File: config.mk
export PLATFORM = sky130hd
export DESIGN_NAME = uart_tx_serializer
export DESIGN_NICKNAME = d
export VERILOG_FILES = /design/src/rtl/uart_pkg.sv /design/src/rtl/uart_tx_serializer.sv
export SDC_FILE = /design/constraint.sdc
export NUM_CORES = 1
export LEC_CHECK = 0
export ABC_AREA = 1
export ABC_CLOCK_PERIOD_IN_PS = 2900
export BUFFER_PORTS_ARGS = -buffer_cell sky130_fd_sc_hd__buf_4
export CAP_MARGIN = 30
export CORE_UTILIZATION = 60
export CTS_BUF_LIST = sky130_fd_sc_hd__clkbuf_8
export DETAILED_ROUTE_END_ITERATION = 7
export PLACE_DENSITY_LB_ADDON = 0.12
export SYNTH_ARGS = -nofsm -noshare
export SYNTH_HDL_FRONTEND = slang
export SYNTH_SLANG_ARGS = --single-unit
File: constraint.sdc
create_clock -name clk -period 2.9 [get_ports clk]
set_clock_uncertainty 0.1 [all_clocks]
set_input_delay 0.435 -clock clk [delete_from_list [all_inputs] [get_ports clk]]
set_output_delay 0.435 -clock clk [all_outputs]
set_load 0.02 [all_outputs]
File: src/rtl/uart_pkg.sv
// Shared UART types and constants: serializer state enum, legal parameter ranges, idle line level.
// The PARITY state exists only when UART_TX_PARITY_EN is defined.
package uart_pkg;

  localparam int DATA_BITS_MIN = 5;
  localparam int DATA_BITS_MAX = 9;
  localparam int STOP_BITS_MIN = 1;
  localparam int STOP_BITS_MAX = 2;

  localparam logic IDLE_LEVEL = 1'b1;

  typedef enum logic [2:0] {
    IDLE,
    SYNC,
    START,
    DATA,
`ifdef UART_TX_PARITY_EN
    PARITY,
`endif
    STOP
  } tx_state_e;

endpackage

File: src/rtl/uart_tx_serializer.sv
// UART transmit serializer: start bit, LSB-first data, optional parity, stop bits, paced by baud_tick.
// Parity bit is compiled in when UART_TX_PARITY_EN is defined.
module uart_tx_serializer
  import uart_pkg::*;
#(
  parameter int DATA_BITS  = 8,
  parameter int STOP_BITS  = 1,
  parameter int PARITY_ODD = 0
) (
  input  logic                 clk,
  input  logic                 rst,
  input  logic                 baud_tick,
  input  logic [DATA_BITS-1:0] tx_data,
  input  logic                 tx_valid,
  output logic                 tx_ready,
  output logic                 tx,
  output logic                 tx_busy,
  output logic                 tx_done
);

  localparam int                 IDX_W     = $clog2(DATA_BITS);
  localparam logic [IDX_W-1:0]   LAST_IDX  = IDX_W'(DATA_BITS - 1);
  localparam logic               STOP_LAST = 1'(STOP_BITS - 1);

  tx_state_e            state_q, state_d;
  logic [DATA_BITS-1:0] shift_q, shift_d;
  logic [IDX_W-1:0]     idx_q, idx_d;
  logic                 stop_q, stop_d;
  logic                 tx_q, tx_d;
  logic                 done_q, done_d;

`ifdef UART_TX_PARITY_EN
  logic parity_q, parity_d;

  always_ff @(posedge clk or negedge rst) begin
    if (!rst) begin
      parity_q <= 1'b0;
    end else begin
      parity_q <= parity_d;
    end
  end
`else
  logic unused_parity_cfg;
  assign unused_parity_cfg = (PARITY_ODD != 0);
`endif

  always_ff @(posedge clk or negedge rst) begin
    if (!rst) begin
      state_q <= IDLE;
      shift_q <= '0;
      idx_q   <= '0;
      stop_q  <= 1'b0;
      tx_q    <= IDLE_LEVEL;
      done_q  <= 1'b0;
    end else begin
      state_q <= state_d;
      shift_q <= shift_d;
      idx_q   <= idx_d;
      stop_q  <= stop_d;
      tx_q    <= tx_d;
      done_q  <= done_d;
    end
  end

  always_comb begin
    state_d  = state_q;
    shift_d  = shift_q;
    idx_d    = idx_q;
    stop_d   = stop_q;
    tx_d     = tx_q;
    done_d   = 1'b0;
`ifdef UART_TX_PARITY_EN
    parity_d = parity_q;
`endif
    case (state_q)
      IDLE: begin
        // A tick in the capture cycle is deliberately ignored; SYNC waits for the next one.
        tx_d = IDLE_LEVEL;
        if (tx_valid) begin
          shift_d  = tx_data;
          idx_d    = '0;
          stop_d   = 1'b0;
`ifdef UART_TX_PARITY_EN
          parity_d = (^tx_data) ^ (PARITY_ODD != 0);
`endif
          state_d  = SYNC;
        end
      end
      SYNC: begin
        if (baud_tick) begin
          tx_d    = 1'b0;
          state_d = START;
        end
      end
      START: begin
        if (baud_tick) begin
          tx_d    = shift_q[0];
          shift_d = shift_q >> 1;
          idx_d   = '0;
          state_d = DATA;
        end
      end
      DATA: begin
        if (baud_tick) begin
          if (idx_q == LAST_IDX) begin
`ifdef UART_TX_PARITY_EN
            tx_d    = parity_q;
            state_d = PARITY;
`else
            tx_d    = IDLE_LEVEL;
            state_d = STOP;
`endif
          end else begin
            idx_d   = idx_q + 1'b1;
            tx_d    = shift_q[0];
            shift_d = shift_q >> 1;
          end
        end
      end
`ifdef UART_TX_PARITY_EN
      PARITY: begin
        if (baud_tick) begin
          tx_d    = IDLE_LEVEL;
          state_d = STOP;
        end
      end
`endif
      STOP: begin
        if (baud_tick) begin
          if (stop_q == STOP_LAST) begin
            done_d  = 1'b1;
            state_d = IDLE;
          end else begin
            stop_d = 1'b1;
          end
        end
      end
      default: begin
        state_d = IDLE;
        tx_d    = IDLE_LEVEL;
      end
    endcase
  end

  assign tx       = tx_q;
  assign tx_ready = (state_q == IDLE);
  assign tx_busy  = (state_q != IDLE);
  assign tx_done  = done_q;

endmodule

# ---- Word level (Yosys, flattened, before mapping)
# Cells that the tools add are included.
dict set report word_totals {
  input_bits 12
  reg_bits 17
  out_inout_bits 4
  word_cells 59
}
dict set report classes {
  reduce_logical 8
  n_eq_ne 13
  n_mux 30
  bitwise 1
  add_sub_neg 1
}
# cell count
set ops {}
lappend ops {{2-to-1 mux 3 bit} 11}
lappend ops {{2-to-1 mux 8 bit} 4}
lappend ops {{one-hot mux 8 bit (3 select lines)} 1}
lappend ops {{inequality test 2 bit, second input constant} 8}
lappend ops {{one-hot mux 3 bit (5 select lines)} 1}
lappend ops {{2-to-1 mux 1 bit} 10}
lappend ops {{one-hot mux 3 bit (3 select lines)} 1}
lappend ops {{AND reduction 7 bit} 1}
lappend ops {{== test 3 x 2 -> 1 bit, second input constant} 2}
lappend ops {{== test 3 bit, second input constant} 2}
lappend ops {{nonzero test 3 bit} 2}
lappend ops {{AND reduction 5 bit} 1}
lappend ops {{one-hot mux 1 bit (4 select lines)} 1}
lappend ops {{AND reduction 4 bit} 1}
lappend ops {{adder 3 x 1 -> 3 bit, second input constant} 1}
lappend ops {{== test 3 x 1 -> 1 bit, second input constant} 1}
lappend ops {{zero test 3 bit} 1}
lappend ops {{AND reduction 3 bit} 1}
lappend ops {{one-hot mux 1 bit (2 select lines)} 1}
lappend ops {{nonzero test 2 bit} 1}
lappend ops {{inverter 1 bit} 1}

# ---- Logic depth before layout (Yosys ltp)
# Gate-level depths: netlist of the first run.
dict set report depth {
  word_depth 4
  mapped_depth 9
  mapped_depth_nobuf 9
}

# ---- Least setup slack after synthesis of the first run
# Ideal clock, no wire load.
dict set report synth_path {
  path_type {reg-to-output}
  from {register state_q[0]}
  to {output tx_ready}
  path_slack_ns 1.443
  required_time_ns 2.365
  path_buffers 0
  t_arrival_ns 0.922
  stages_incl_launch_ff 4
  cell_sequence {dfrtp_1 -> nor2_2 -> nand2_2 -> inv_1}
}
dict set report synth_between {
  elab_chain_len 1
}
# element line
set synth_lines {}
lappend synth_lines {{from (decl)} uart_tx_serializer.sv:25} ;# tx_state_e state_q, state_d;
lappend synth_lines {{from (signal assigned)} uart_tx_serializer.sv:56} ;# state_q <= state_d;
lappend synth_lines {{zero test 3 bit} uart_tx_serializer.sv:146} ;# assign tx_ready = (state_q == IDLE);
lappend synth_lines {{to (decl)} uart_tx_serializer.sv:15} ;# output logic tx_ready,
# Every way passes these cells.

# ---- Worst setup path in the final report of the first run
dict set report layout_path {
  from {register state_q[2]}
  to {register idx_q[2]}
}
dict set report layout_between {
  elab_chain_len 3
  elab_cells_between_ends 10
  cone_classes {eq/ne: 6; mux: 1; reduce/logical: 3}
}
# element line
set layout_lines {}
lappend layout_lines {{== test 3 x 2 -> 1 bit / zero test 3 bit (equally long branches)} uart_tx_serializer.sv:75} ;# case (state_q)
lappend layout_lines {{inequality test 2 bit (no line) / nonzero test 3 bit (equally long branches)} n/a}
lappend layout_lines {{AND reduction 5 bit (no line)} n/a}
lappend layout_lines {{to (signal assigned)} uart_tx_serializer.sv:58} ;# idx_q <= idx_d;
lappend layout_lines {{to (decl)} uart_tx_serializer.sv:27} ;# logic [IDX_W-1:0] idx_q, idx_d;
# Parallel ways exist; a longest one is shown, timed or not.
# A chain may end at the register's enable or synchronous reset.

==> results.md, run 1 <==
Outcome:
- The run finished with clean final reports.

Routing:
- The post-detailed-route via-to-cell ratio is 5.33.
- After detailed routing, the average wire length per cell comes to 12.0 um.
- The routed layout has 826 vias.
- The violation count after the first detailed-route iteration is 26.
- The count of nets left with antenna violations after detail routing is 0.
- The length of the first detailed-routing pass in iterations is 4.
- In the routed design, unresolved DRC markers number 0.
- The total wire length is 1860 um.

Cells and area:
- Cells with a size suffix above 1 make up 17.9% of the layout.
- The layout overhead on the synthesized area is 16.5%.
- After filler insertion, the fill cell instance count of the layout stands at 103.
- For this run, the post-layout net count is 155.
- The number of antenna diodes in the final layout is 0.

STA:
- Setup slack closes at 1.03 ns.
- Setup violations remaining at the end of the flow were counted as 0.
- Setup repair after global routing left no endpoint under its margin.
- The post-route setup TNS is 0 ns.
- The max-slew violation count is 0.
- Headroom to the max-slew limit came out at 67.3%.
- The highest clock frequency the design can meet is 534 MHz.
- The hold violation total from the final report is 0.
- Counting I/O delays and the setup requirement, the final critical path takes 1.87 ns.
- After layout, the worst path uses 64.6% of the clock period.
- The pin slew with the least headroom to its limit is 0.490 ns.

Global route:
- The total overflow left after global routing is 0.
- Entering global routing, the biggest net connects 17 pins.
- The number of antenna violations at the first check in global routing is 0.
- The via count of the first global-routing pass is 635.
- The overall fraction of global-route tracks in use is 25.6%.
- The global-route wire length before repair is 2760 um.

Logic synthesis:
- The area share of the largest cell type after synthesis is 40.8%.
- The synthesized design contains 0 enable-type register cells.
- During synthesis, Yosys emitted a total of 0 warnings.
- The share of the yosys chip area belonging to registers is 43.7%.
- The biggest area contributor in the post-synthesis netlist is sky130_fd_sc_hd__dfrtp_1.
- Counting distinct cell types in the post-synthesis netlist gives 19.
- The synthesized netlist occupies a cell area of 920 um2.
- After technology mapping, the gate count stands at 124.
- The post-synth net total is 138.
- For this run, asynchronously set or reset flops after synthesis account for 100%.
- The synthesized area per cell is 7.42 um2.
- In the synthesized netlist, the cells that appear most often are 62 x sky130_fd_sc_hd__nand2_1, 15 x sky130_fd_sc_hd__dfrtp_1, 14 x sky130_fd_sc_hd__nand3_1, 9 x sky130_fd_sc_hd__inv_1, 4 x sky130_fd_sc_hd__a21oi_1.
- Yosys instantiated no cell more often than sky130_fd_sc_hd__nand2_1.
- The post-synthesis sequential element count is 16.
- By area the synthesized netlist is led by sky130_fd_sc_hd__dfrtp_1 41%, sky130_fd_sc_hd__nand2_1 25%, sky130_fd_sc_hd__nand3_1 7.6%.
- In the synthesized netlist the dominant register cell turns out to be sky130_fd_sc_hd__dfrtp_1.

Clocking:
- The number of buffers added to fix hold violations after cts is 1.
- The sink count of the clock tree is 16.
- The maximum root-to-sink buffer count is 2.
- The cell at the root of the clock tree is sky130_fd_sc_hd__clkbuf_8.
- For the worst-skew pair, the clock arrives at the later sink with an insertion delay of 0.25 ns.
- The number of buffers created by CTS is 3.
- Gates resized during post-CTS repair numbered 0.
- Clock-pin slew was measured on the worst setup and hold paths at 0.06 ns.
- The CTS tree is built.
- The number of setup buffers added after CTS is 0.
- CTS built an H-tree with a depth of 1.

Place:
- The count of buffers added on input and output ports is 15.
- Routability-driven placement finished with a final weighted congestion of 0.981.
- The pre-CTS setup slack is 1.06 ns.
- The sum of net half-perimeters after detailed placement is 1350 um.

Power and ir drop:
- The power density normalized to cell area is 1070 nW/um2.
- In this run the static leakage power is 0.000618 uW.
- The final total power is 1140 uW.
- The worst-case IR drop observed on VDD is 0.000758 V.

Flow run:
- Max-cap violations in this run came to 0.

Setup path:
- The endpoint required time on the critical path is 2.94 ns.
- Among cell families on the critical path, the largest total delay comes from simple AND/OR/NAND/NOR gates.
- The endpoint arrival time on the critical path is 1.91 ns.
- The slowest stage of the critical path is the sky130_fd_sc_hd__dfrtp_1 cell.
- Traced cell by cell, the critical path runs through inv_1 -> nand2_2 -> o21ai_2 -> nand2_2 -> nand2_1 -> nand2_1.
- The buffer and inverter count on the worst path is 1.
- The kind of start point of the critical path is a flop.
- The worst setup path is captured at a flop.
- The type of the worst setup path is flop to flop.
- For this run, the slowest stage of the critical path takes 0.52 ns.
- The critical-path maximum fanout is 12.

Floorplanning:
- The width of the chip is 41.2 um.
- The die area is 1690 um2.
- The initial standard-cell utilization of the core is 67.3%.
- After floorplanning, the core was sized to cover 1370 um2.
- The number of ports placed on the die boundary is 16.
- The floorplan die height is 41.2 um.
- The standard-cell row count is 13.

Min path:
- The kind of path behind the tightest hold check is flop to flop.
[worst paths after layout]
path | from | to | slack [ns] | cells past startpoint
min in group asynchronous | rst | idx_q[0]$_DFFE_PN0P_ | 0.47 | 2
hold / removal | shift_q[2]$_DFFE_PN0P_ | shift_q[2]$_DFFE_PN0P_ | 0.37 | 2
hold reg to reg | shift_q[2]$_DFFE_PN0P_ | shift_q[2]$_DFFE_PN0P_ | 0.37 | 2
max in group asynchronous | rst | tx$_DFFE_PN1P_ | 1.98 | 2
setup reg to reg | state_q[2]$_DFFE_PN0P_ | idx_q[2]$_DFFE_PN0P_ | 1.03 | 6
setup / recovery | state_q[2]$_DFFE_PN0P_ | idx_q[2]$_DFFE_PN0P_ | 1.03 | 6
[kinds of logic after synthesis]
logic type | after synthesis | synth area share (%)
buf+inv | 13 | 7.48
flops | 16 | 43.7
fa+ha+maj | 2 | 2.72
simple gates | 87 | 42.2
compound gates | 6 | 3.95
[state kept, by name, summed over array words and instances, names as in the netlist]
register	flops
shift_q	8
idx_q	3
state_q	3
tx	1
tx_done	1
[where the power goes]
group / internal (uW) / total (uW) / switching (uW)
Clock: 93.9 / 171 / 77.2
Combinational: 202 / 570 / 368
Sequential: 319 / 402 / 83.6
[metrics by stage]
stage	std cells	instance area [um2]	utilization, %	hold WS [ns]
after floorplan	124	920	-	0.0394
after detailed placement	150	1020	74.4	0.199
after CTS	155	1070	78.4	0.375
after global routing	155	1070	78.4	0.384
after global placement	150	1020	74.4	0.200
final	155	1070	78.4	0.373
[area by class of cell]
cell class | instances | area (um2) | share of cell area (%)
sequential | 16 | 402 | 37.5
timing repair buffer | 16 | 123 | 11.4
inverter | 9 | 33.8 | 3.15
tap | 15 | 18.8 | 1.75
multi-input combinational | 95 | 449 | 41.9
clock buffer | 3 | 41.3 | 3.86
clock inverter | 1 | 3.75 | 0.350
[per-layer routing]
layer | GRT usage, % | vias up | routed length [um]
met1 | 36.5 | 380 | 894
met3 | 3.26 | 4 | 77
li1 | - | 423 | -
met4 | 12.1 | 0 | 23
met2 | 37.9 | 19 | 864
met5 | 0 | - | 0
[tightest hold or removal path: stages, from the launching register on]
cell	delay, ns
sky130_fd_sc_hd__dfrtp_1	0.35
sky130_fd_sc_hd__nand2_1	0.05
sky130_fd_sc_hd__nand2_1	0.04
[cell usage in the layout, fill, tap and decap left out, types with 2 or more instances in the layout]
cell type and n:
sky130_fd_sc_hd__nand2_2 2, sky130_fd_sc_hd__a21oi_1 4, sky130_fd_sc_hd__nor2_1 2, sky130_fd_sc_hd__dfrtp_1 15, sky130_fd_sc_hd__clkbuf_8 3, sky130_fd_sc_hd__inv_1 10
sky130_fd_sc_hd__ha_1 2, sky130_fd_sc_hd__buf_4 15, sky130_fd_sc_hd__nand2_1 62, sky130_fd_sc_hd__nand3_1 14, sky130_fd_sc_hd__nand3b_1 3
Power figures use the tool's default switching activity.
==> run 2, diff against run 1 <==
- ABC_AREA: 1 -> 0
- ABC_CLOCK_PERIOD_IN_PS: 2900 -> 1800
- CORE_UTILIZATION: 60 -> 56
- clock period: 2.9 -> 1.8 ns (I/O delays scaled with it)
==> run 2 against run 1 <==
  * The flow now finishes with violations (negative setup slack)
  * Non-clock buffer count rose by 10
  * Maximum frequency shrank 2.9%
  * Critical path depth stayed put
  * Sequential cell count unchanged
  * Utilization is 5.1 points higher
  * Die area grew 2.9%
  * Combinational power is 72% higher
  * Synthesized cell count down 46%
==> results.md, run 2 <==
Floorplanning:
- The width of the chip is 41.7 um.
- The standard-cell row count is 13.
- The number of ports placed on the die boundary is 16.
- The floorplan step defined a core boundary enclosing 1380 um2.
- The die covers 1740 um2.
- The floorplan step set the die height to 41.7 um.
- The initial standard-cell utilization of the core is 64.0%.

Min path:
- Along the worst hold path, the cell count comes to 2.
- The worst hold path begins at baud_tick.
- The worst hold path terminates at state_q[2]$_DFFE_PN0P_.
- The min-delay analysis places its worst path in the category input pin to flop.

Logic synthesis:
- When the netlist entered floorplanning its net count stood at 81.
- The gate count after technology mapping is 67.
- In this run the cell area of the synthesized design comes to 885 um2.
- The commonest register cell after synthesis is sky130_fd_sc_hd__dfrtp_1.
- The synthesis warning total is 0.
- The post-synthesis sequential element count is 16.
- After synthesis, the netlist uses 26 different library cells.
- The number of enable flip-flop cells after synthesis is 0.
- By count the netlist is led by 15 x sky130_fd_sc_hd__dfrtp_1, 9 x sky130_fd_sc_hd__mux2_4, 8 x sky130_fd_sc_hd__mux2_2, 4 x sky130_fd_sc_hd__inv_1.
- The most common cell in the netlist is sky130_fd_sc_hd__dfrtp_1.
- Summing the sequential cell areas from Yosys gives 45.4% of the chip area.
- The cell taking the most area after synthesis is sky130_fd_sc_hd__dfrtp_1.
- Sorting the synthesized cells by area gives the leading types as sky130_fd_sc_hd__dfrtp_1 42%, sky130_fd_sc_hd__mux2_4 15%, sky130_fd_sc_hd__mux2_2 10%.
- The async set-or-reset flop fraction in the synthesized netlist is 100%.
- The area share of the largest cell type after synthesis is 42.4%.
- A synthesized cell averages 13.2 um2.

Routing:
- The residual DRC count is 0.
- Dividing the detail-routed via count by the number of cells gives 5.75.
- The count of nets left with antenna violations after detail routing is 0.
- Across all layers, the routed design uses 621 vias.
- The first detailed-routing pass took 4 iterations.
- The violation count after the first detailed-route iteration is 23.
- The total wire length is 1880 um.
- In the final routed layout, each cell accounts on average for 17.4 um.

Place:
- The sum of net half-perimeters after detailed placement is 1200 um.
- Routability-driven placement finished with a final weighted congestion of 0.797.
- The placed instances occupy a cell area of 1020 um2.
- The port buffer count is 15.

STA:
- Hold timing on the final database bottoms out at a slack of 0.164 ns.
- Setup repair after global routing could not meet its margin everywhere.
- Of the available clock period, the critical path in the final layout requires 107%.
- The worst path setup slack after routing is -0.128 ns.
- At the pin with the least slew margin, the transition time is 0.420 ns.
- Counting I/O delays and the setup requirement, the final critical path takes 1.93 ns.
- The max-slew violation count is 0.
- Setup violations remaining at the end of the flow were counted as 11.
- The normalized max-slew margin is 71.2%.
- The highest clock frequency the design can meet is 519 MHz.
- The hold violation total from the final report came to 0.

Power and ir drop:
- IR analysis of the VDD net gives a maximum drop of 0.000963 V.
- The static leakage is 0.000592 uW.
- In this run the power density over the cells is 1640 nW/um2.

Clocking:
- The maximum root-to-sink buffer count is 2.
- The clock slew at the register clock pins of the worst setup and hold paths is 0.06 ns.
- The latest clock arrival within the worst-skew pair is 0.25 ns.
- The sink count of the clock tree is 16.
- The cell at the root of the clock tree is sky130_fd_sc_hd__clkbuf_8.
- Clock tree synthesis inserted a total of 3 buffers.
- TritonCTS built the clock tree.
- CTS built an H-tree with a depth of 1.

Global route:
- The via count of the first global-routing pass was 657.
- In the global route stage, overall resource usage came out at 23.1%.
- The global-route layer with the greatest usage is met2.
- The met3 capacity usage during global routing is 4.35%.
- For met1 alone, demand over resource in global routing was 26.4%.
- Entering global routing, the biggest net connects 17 pins.
- The overflow left after global routing is 0.
- The global-route wire length before repair is 2950 um.
- The met2 usage in global routing is 39.7%.
- The number of antenna violations at the first check in global routing is 0.

Cells and area:
- The register with the most flip-flops in the layout has 8 of them.
- Of the cells placed in the final design, the portion with a size suffix greater than 1 is 55.9%.
- 0 antenna diodes ended up in the layout.
- Measured on the finished design, the core utilization comes to 83.5%.
- The post-route cell area is 1150 um2.
- The count of nets after finishing is 108.
- The largest registers in the layout are shift_q x8, idx_q x3, state_q x3.
- shift_q holds more flip-flops than any other register.
- Leaving out fill and tap cells, the most frequent cell in the layout is sky130_fd_sc_hd__buf_4.
- From synthesis to final layout, the design area changed by 30.6%.
- The top cell types in the final layout, fill and taps aside, are 23 x sky130_fd_sc_hd__buf_4, 15 x sky130_fd_sc_hd__dfrtp_1, 9 x sky130_fd_sc_hd__mux2_4, 8 x sky130_fd_sc_hd__mux2_2.

Outcome:
- The checks that failed: negative setup slack.
- The run finished, with violations left.

Setup path:
- Data on the critical path arrives at its endpoint at 1.97 ns.
- The largest single stage delay on the critical path is 0.38 ns.
- The endpoint class of the critical path is a flop.
- On the critical path, the stage with the largest delay is an instance of sky130_fd_sc_hd__dfrtp_1.
- The endpoint of the worst-slack reg-to-reg timing path is shift_q[6]$_DFFE_PN0P_.
- The type of the worst setup path is flop to flop.
- The startpoint of the worst-slack reg-to-reg timing path is idx_q[0]$_DFFE_PN0P_.
- The worst register-to-register path has a depth of 6.
- Data on the critical path is required at its endpoint by 1.84 ns.
- Of all nets on the critical path, the largest fanout is 6.
- The worst setup path is launched from a flop.
- The slack of the worst reg-to-reg path is -0.13 ns.
- The signal on the critical path passes through ha_2 -> ha_4 -> or2b_1 -> o32ai_4 -> buf_6 -> mux2_4.

Flow run:
- The max-capacitance violation count is 0.
-- run 2: cell count changes after synthesis, moves of 4 or more --
cell	previous run	this run
sky130_fd_sc_hd__nand2_1	62	3
sky130_fd_sc_hd__mux2_2	0	8
sky130_fd_sc_hd__nand3_1	14	1
sky130_fd_sc_hd__mux2_4	0	9
sky130_fd_sc_hd__a21oi_1	4	0
sky130_fd_sc_hd__inv_1	9	4
-- run 2: logic make-up (layout without fill, tap and decap cells) --
| logic type | after synthesis | count (layout) | share of synthesized area (%) |
|---|---|---|---|
| multiplexers | 19 | 19 | 27.7 |
| flip-flops | 16 | 16 | 45.4 |
| AND/OR/NAND/NOR | 15 | 15 | 10.2 |
| buffers and inverters | 8 | 34 | 6.36 |
| AO/OA/AOI/OAI | 7 | 7 | 7.50 |
| adder cells (fa/ha/maj) | 2 | 2 | 2.83 |
-- run 2: worst max-delay path: cells and delay by family, from the launching register on --
kind            cells  cell delay, ns
simple gates        1            0.27
buf+inv             1            0.19
compound gates      1            0.19
flops               1            0.38
mux                 1            0.31
fa+ha+maj           2            0.37
-- run 2: routing by layer --
| metal | up-vias | routed length (um) |
|---|---|---|
| met2 | 17 | 1010 |
| li1 | 295 | - |
| met4 | 0 | 59 |
| met1 | 302 | 752 |
| met5 | - | 0 |
| met3 | 7 | 62 |
-- run 2: worst max-delay path by stage --
stage                              start  depth (start not counted)                endpoint
CTS                 idx_q[1]$_DFFE_PN0P_                          6  shift_q[5]$_DFFE_PN0P_
detailed placement  idx_q[1]$_DFFE_PN0P_                          6    idx_q[1]$_DFFE_PN0P_
global placement    idx_q[1]$_DFFE_PN0P_                          6    idx_q[1]$_DFFE_PN0P_
floorplan           idx_q[0]$_DFFE_PN0P_                          6    idx_q[1]$_DFFE_PN0P_
finish              idx_q[0]$_DFFE_PN0P_                          6  shift_q[6]$_DFFE_PN0P_
global route        idx_q[1]$_DFFE_PN0P_                          6  shift_q[5]$_DFFE_PN0P_
-- run 2: per-stage QoR --
stage	total power, uW	setup slack (ns)	cells	TNS (ns)
global route	1980	-0.167	108	-1.54
finish	1890	-0.128	108	-1.09
global placement	1370	-0.0376	99	-0.198
CTS	1810	-0.0700	106	-0.510
floorplan	1230	0.00108	67	0
detailed placement	1410	-0.115	99	-0.973
-- run 2: final cells by class --
cell class | instances | area, um2
well taps | 15 | 18.8
clock buffers | 4 | 55.1
fillers | 77 | 228
flip-flops and latches | 16 | 402
inverters | 4 | 15.0
multi-input cells | 43 | 459
repair buffers | 26 | 205
-- run 2: power by group --
part           total (uW)  switching (uW)  internal (uW)
Sequential            585            94.9            490
Combinational         983             370            613
Clock                 322             128            194
-- run 2: timing repair --
| action | 4_1_cts | 5_1_grt |
|---|---|---|
| endpoints found under the setup margin | 10 | 11 |
| hold buffers | 1 | 0 |
| setup buffers | 2 | 2 |
| endpoints found under the hold margin | 16 | 0 |
| pin swaps | 0 | 2 |
| resized for setup | 3 | 2 |
| gates cloned | 0 | 0 |
